[config.mk]
export PLATFORM = sky130hd
export DESIGN_NAME = switchbox_cfg_loader
export DESIGN_NICKNAME = d
export VERILOG_FILES = /design/src/rtl/sbox_cfg_pkg.sv /design/src/rtl/sbox_cfg_word_check.sv /design/src/rtl/switchbox_cfg_loader.sv
export SDC_FILE = /design/constraint.sdc
export NUM_CORES = 1
export LEC_CHECK = 0
export BUFFER_PORTS_ARGS = -buffer_cell sky130_fd_sc_hd__buf_2
export CAP_MARGIN = 20
export CORE_MARGIN = 3
export CORE_UTILIZATION = 40
export CTS_BUF_LIST = sky130_fd_sc_hd__clkbuf_4
export DETAILED_ROUTE_END_ITERATION = 7
export HOLD_SLACK_MARGIN = 0.1
export RECOVER_POWER = 25
export SYNTH_ARGS = -nofsm -noshare
export SYNTH_HDL_FRONTEND = slang
export SYNTH_SLANG_ARGS = --single-unit
[constraint.sdc]
create_clock -name clk_i -period 5.1 [get_ports clk_i]
set_input_delay 0.255 -clock clk_i [delete_from_list [all_inputs] [get_ports clk_i]]
set_output_delay 0.255 -clock clk_i [all_outputs]
set_load 0.02 [all_outputs]
[src/rtl/sbox_cfg_pkg.sv]
// Shared constants, types and slot-to-pin mapping for the switch-box config loader.
package sbox_cfg_pkg;

   localparam int unsigned N_TB       = 5;
   localparam int unsigned N_LR       = 4;
   localparam int unsigned CW         = 6;
   localparam int unsigned N_SLOTS    = 2 * N_TB + 2 * N_LR;
   localparam int unsigned FRAME_BITS = N_SLOTS * CW;
   localparam int unsigned SLOT_W     = $clog2(N_SLOTS);

   localparam logic [2:0] SIDE_NONE   = 3'd0;
   localparam logic [2:0] SIDE_TOP    = 3'd1;
   localparam logic [2:0] SIDE_RIGHT  = 3'd2;
   localparam logic [2:0] SIDE_BOTTOM = 3'd3;
   localparam logic [2:0] SIDE_LEFT   = 3'd4;

   localparam logic [2:0] IDX_TB_LIM = 3'(N_TB);
   localparam logic [2:0] IDX_LR_LIM = 3'(N_LR);
   localparam logic [2:0] BIT_LAST   = 3'(CW - 1);

   localparam logic [SLOT_W-1:0] SLOT_BOTTOM0 = SLOT_W'(N_TB);
   localparam logic [SLOT_W-1:0] SLOT_LEFT0   = SLOT_W'(2 * N_TB);
   localparam logic [SLOT_W-1:0] SLOT_RIGHT0  = SLOT_W'(2 * N_TB + N_LR);
   localparam logic [SLOT_W-1:0] SLOT_LAST    = SLOT_W'(N_SLOTS - 1);

   typedef enum logic [1:0] {StIdle, StLoad, StCheck, StCommit} state_e;

   typedef struct packed {
      logic [2:0] side;
      logic [2:0] idx;
   } pin_t;

   // Slot order: top[0..N_TB-1], bottom[..], left[0..N_LR-1], right[..]
   function automatic pin_t slot_side_idx(input logic [SLOT_W-1:0] slot);
      pin_t p;
      if (slot < SLOT_BOTTOM0) begin
         p.side = SIDE_TOP;
         p.idx  = 3'(slot);
      end else if (slot < SLOT_LEFT0) begin
         p.side = SIDE_BOTTOM;
         p.idx  = 3'(slot - SLOT_BOTTOM0);
      end else if (slot < SLOT_RIGHT0) begin
         p.side = SIDE_LEFT;
         p.idx  = 3'(slot - SLOT_LEFT0);
      end else begin
         p.side = SIDE_RIGHT;
         p.idx  = 3'(slot - SLOT_RIGHT0);
      end
      return p;
   endfunction

endpackage

[src/rtl/sbox_cfg_word_check.sv]
// Combinational validity check of one routing word against the slot it drives.
module sbox_cfg_word_check
   import sbox_cfg_pkg::*;
(
   input  logic [CW-1:0]     word_i,
   input  logic [SLOT_W-1:0] slot_i,
   output logic              valid_o
);

   logic [2:0] side;
   logic [2:0] idx;
   pin_t       own;

   assign side = word_i[2:0];
   assign idx  = word_i[5:3];
   assign own  = slot_side_idx(slot_i);

   always_comb begin
      valid_o = 1'b1;
      case (side)
         SIDE_NONE:               valid_o = 1'b1;
         SIDE_TOP, SIDE_BOTTOM:   valid_o = (idx < IDX_TB_LIM);
         SIDE_RIGHT, SIDE_LEFT:   valid_o = (idx < IDX_LR_LIM);
         default:                 valid_o = 1'b0;
      endcase
      // A pin may not source itself; hi-Z words carry no index
      if (side != SIDE_NONE && side == own.side && idx == own.idx) begin
         valid_o = 1'b0;
      end
   end

endmodule

[src/rtl/switchbox_cfg_loader.sv]
// Serial config loader: shifts a frame into a shadow store, validates each slot,
// then commits the whole frame to the active routing bus.
module switchbox_cfg_loader
   import sbox_cfg_pkg::*;
(
   input  logic                  clk_i,
   input  logic                  rst_i,
   input  logic                  cfg_start_i,
   input  logic                  cfg_clear_i,
   input  logic                  cfg_valid_i,
   input  logic                  cfg_bit_i,
   output logic                  cfg_ready_o,
   output logic                  cfg_busy_o,
   output logic                  cfg_done_o,
   output logic                  cfg_err_o,
   output logic [SLOT_W-1:0]     cfg_err_slot_o,
   output logic [FRAME_BITS-1:0] cfg_active_o
);

   state_e                  state_q, state_d;
   logic [2:0]              bit_cnt_q, bit_cnt_d;
   logic [SLOT_W-1:0]       slot_q, slot_d;
   logic [CW-2:0]           word_q, word_d;
   logic [FRAME_BITS-1:0]   shadow_q, shadow_d;
   logic [FRAME_BITS-1:0]   active_q, active_d;
   logic                    done_q, done_d;
   logic                    err_q, err_d;
   logic [SLOT_W-1:0]       err_slot_q, err_slot_d;
   logic [CW-1:0]           chk_word;
   logic                    chk_ok;

   assign chk_word = shadow_q[int'(slot_q) * CW +: CW];

   sbox_cfg_word_check u_word_check (
      .word_i  (chk_word),
      .slot_i  (slot_q),
      .valid_o (chk_ok)
   );

   always_ff @(posedge clk_i) begin
      if (rst_i) begin
         state_q    <= StIdle;
         bit_cnt_q  <= '0;
         slot_q     <= '0;
         word_q     <= '0;
         shadow_q   <= '0;
         active_q   <= '0;
         done_q     <= 1'b0;
         err_q      <= 1'b0;
         err_slot_q <= '0;
      end else begin
         state_q    <= state_d;
         bit_cnt_q  <= bit_cnt_d;
         slot_q     <= slot_d;
         word_q     <= word_d;
         shadow_q   <= shadow_d;
         active_q   <= active_d;
         done_q     <= done_d;
         err_q      <= err_d;
         err_slot_q <= err_slot_d;
      end
   end

   always_comb begin
      state_d    = state_q;
      bit_cnt_d  = bit_cnt_q;
      slot_d     = slot_q;
      word_d     = word_q;
      shadow_d   = shadow_q;
      active_d   = active_q;
      done_d     = 1'b0;
      err_d      = err_q;
      err_slot_d = err_slot_q;
      unique case (state_q)
         StIdle: begin
            if (cfg_clear_i) begin
               active_d = '0;
            end else if (cfg_start_i) begin
               state_d   = StLoad;
               bit_cnt_d = '0;
               slot_d    = '0;
               err_d     = 1'b0;
            end
         end
         StLoad: begin
            if (cfg_valid_i) begin
               word_d = {word_q[CW-3:0], cfg_bit_i};
               if (bit_cnt_q == BIT_LAST) begin
                  bit_cnt_d = '0;
                  // Completed words enter at the top so slot 0 ends at the bottom
                  shadow_d  = {word_q, cfg_bit_i, shadow_q[FRAME_BITS-1:CW]};
                  if (slot_q == SLOT_LAST) begin
                     state_d = StCheck;
                     slot_d  = '0;
                  end else begin
                     slot_d = slot_q + SLOT_W'(1);
                  end
               end else begin
                  bit_cnt_d = bit_cnt_q + 3'd1;
               end
            end
         end
         StCheck: begin
            if (!chk_ok) begin
               err_d      = 1'b1;
               err_slot_d = slot_q;
               state_d    = StIdle;
            end else if (slot_q == SLOT_LAST) begin
               state_d = StCommit;
            end else begin
               slot_d = slot_q + SLOT_W'(1);
            end
         end
         StCommit: begin
            active_d = shadow_q;
            done_d   = 1'b1;
            state_d  = StIdle;
         end
         default: state_d = StIdle;
      endcase
   end

   assign cfg_ready_o    = (state_q == StLoad);
   assign cfg_busy_o     = (state_q != StIdle);
   assign cfg_done_o     = done_q;
   assign cfg_err_o      = err_q;
   assign cfg_err_slot_o = err_slot_q;
   assign cfg_active_o   = active_q;

endmodule

==> results by group <==
Power
  • Total power: 4.027 mW
  • Worst VDD drop: 0.2055 mV
  • PwrDens: roughly 360 mW/mm^2
  • LEAKAGE: 3.881 nW

Detailed routing
  • Vias per cell: 5.308
  • DR iter-0 viols: roughly 640
  • Via count: 8541
  • Post-Route WL: around 27 mm
  • Antenna Nets Post-Route: 0
  • Wirelength per Cell: 16.70 um
  • Drc violations: 0
  • Detailed Routing Iterations Pass 1: 5

Logic synthesis
  • Syn Nets: between 1000 and 1500
  • Post-Syn Area: 0.009743 sq mm
  • Post-synth EDFFs: 0
  • Post-synthesis cell type count: 72
  • Asr flop ratio synth: 0
  • Yosys warns: 0
  • Avg Inst Size Synth: roughly 8.7 sq um
  • Prevailing post-synth register cell: dfxtp_1
  • Post-synthesis sequential area ratio: 0.4890
  • FF+latch count, synth: 238
  • Cell count after synthesis: 1126

Timing
  • Final period utilization: 0.6711
  • Rel. slew slack: 0.3690
  • Final Hold Vio Count: 0
  • Fin Setup TNS: 0 ns
  • Final Max Tran Viols: 0
  • Fin Hold WS: 0.1581 ns
  • Final setup violation count: 0
  • Least-Margin Pin Slew: 0.9452 ns
  • RSZ-0062 raised after global routing: false
  • Final min period: 3.422 ns
  • Fmax achieved: 292.2 MHz
  • Clock Skews: 0.03534 ns

Job
  • Max-cap viol count: 0

Clock tree
  • CTS root buf: clkbuf_4
  • H-tree levels: 3
  • CTS clk-pin slew, worst paths: 0.06 ns
  • Post-CTS sizing: 0
  • Post-CTS setup buffers: 0
  • Worst skew pair latency: 0.65 ns
  • Maximum clock insertion buffer count: 3
  • CTS Sinks: between 200 and 250
  • CTS tree: yes
  • TritonCTS Buffers: 66

GRT
  • Global route total overflow: 0
  • Initial antenna violation count: 1
  • Vias in the first global route: 8018
  • Largest net degree at the start of global routing: 148
  • Total Routing Usage GR: 0.1997
  • Global-route wire length before repair: 43.03 mm

Floorplan
  • Total core area: 0.02368 sq mm
  • Die width: 162.1 um
  • Die ar.: 0.02627 sq mm
  • IO Count: 123
  • Die height: 162.1 um
  • Starting Density: 0.4114
  • # rows: 56

Place
  • GP Congestion: 0.8914
  • DP Area: 0.01050 sq mm
  • PortBufs: 122
  • Dpl hpwl: 17.24 mm

Cells and area
  • Commonest cells after routing, fill and taps aside: nand2_1, dfxtp_1, a21oi_1
  • Final Util: 0.4773
  • Ratio of cells with drive above 1 in the final layout: 0.1452
  • Area delta synth->final: 16.03%
  • Filler instances: 2409
  • Cell area after layout: 0.01130 sq mm
  • Commonest non-fill, non-tap cell in the layout: nand2_1
  • Nets: 1254

Outcome
  • Status: complete, no violations

Setup path
  • CP startpoint kind: register
  • Setup Crit Path Kind: register to register
  • Worst path required time: 5.61 ns
  • CP Capture Type: register
  • Critical Path AT: just under 4 ns
  • Crit Path Max Fanout: 22

Min path
  • Worst hold path type: input port to register
[Yosys cell counts, drive strengths merged (2+ instances only)]
library cell  number  area, sq um
a211oi             2        20.02
a21boi             3        22.52
a21o               3        22.52
a21oi            132        660.6
a221oi             2        23.77
a22oi            112        845.8
a31o               2        17.52
and2               2        12.52
and3               4        26.28
buf               16        121.4
clkbuf            74        277.8
dfxtp            238         4765
ha                 7        87.58
inv               11        41.29
mux2               6        67.56
mux2i             24        240.2
mux4              14        337.8
nand2            238        893.4
nand2b             5        31.28
nand3             24        130.1
nand4              2        12.51
nand4b             3        41.29
nor2             122        460.5
nor2b             12        75.07
nor3               8        40.04
o21ai             20        100.1
o22a               2        17.52
o22ai              6        37.54
o31ai              5        51.30
or2                3        18.77
or4b               2        23.77
[flip-flops by register name, indices dropped and copies added (netlist names)]
| name | flops |
|---|---|
| shadow_q | 108 |
| bit_cnt_q | 3 |
| cfg_err_slot_o | 5 |
| cfg_active_o | 108 |
| cfg_done_o | 1 |
| state_q | 2 |
| cfg_err_o | 1 |
| word_q | 5 |
| slot_q | 5 |
[worst paths after layout]
path                            depth (start not counted)         from          to  slack (ns)
worst max register to register                         10    slot_q[1]  state_q[0]        1.68
worst min-delay path                                    6  cfg_clear_i   cfg_err_o        0.16
worst min register to register                          2    word_q[4]   word_q[4]        0.48
worst max-delay path                                   10    slot_q[1]  state_q[0]        1.68
[routing by layer]
metal | GRT usage | vias up | share of wire
met5 | 0 | - | 0
met4 | 0.06243 | 0 | 0.013
met3 | 0.04871 | 24 | 0.053
met2 | 0.3112 | 218 | 0.47
met1 | 0.2745 | 4070 | 0.46
li1 | - | 4229 | -
[through the flow]
stage / setup WS, ns / std cells
global placement: 1.810 / 1487
detailed placement: 1.737 / 1487
CTS: 1.725 / 1606
finish: 1.678 / 1609
floorplan: 2.445 / 1126
global route: 1.467 / 1609
[cell type report]
class | instances | area [sq um] | share of cell area
Timing Repair Buffer | 137 | 666.9 | 0.05899
Clock inverter | 17 | 117.6 | 0.01040
Sequential cell | 238 | 4767 | 0.4217
Clock buffer | 98 | 735.7 | 0.06508
Tap cell | 319 | 399.1 | 0.03531
Antenna cell | 2 | 5.005 | 0.0004427
Multi-Input combinational cell | 786 | 4568 | 0.4041
Inverter | 12 | 45.04 | 0.003985
[worst max-delay path, stage by stage, from the launching register on]
cell and delay [ns]:
dfxtp_2 0.66, buf_4 0.40, mux4_2 0.54, nor2_1 0.14, o41ai_2 0.11, a21o_1 0.26
o22a_1 0.25, nor4_4 0.37, nor2_2 0.15, a211oi_1 0.33, a211oi_2 0.08
[power breakdown]
| part | internal, mW | total, mW | switching, mW |
|---|---|---|---|
| clock | 0.979 | 1.76 | 0.780 |
| combinational | 0.108 | 0.386 | 0.279 |
| sequential | 1.87 | 1.88 | 0.0127 |
[kinds of logic after synthesis]
group | count (synthesis) | share of synthesized area
mux | 44 | 0.06626
xor+xnor | 1 | 0.0008991
simple gates | 429 | 0.1862
compound gates | 305 | 0.2030
buf+inv | 102 | 0.04559
fa+ha+maj | 7 | 0.008989
flops | 238 | 0.4890
[what timing repair did]
item,CTS,global route
hold buffers,4,0
endpoints found under the hold margin,32,0
endpoints found under the setup margin,0,0
Note: power is estimated with default switching activity, not from simulation.
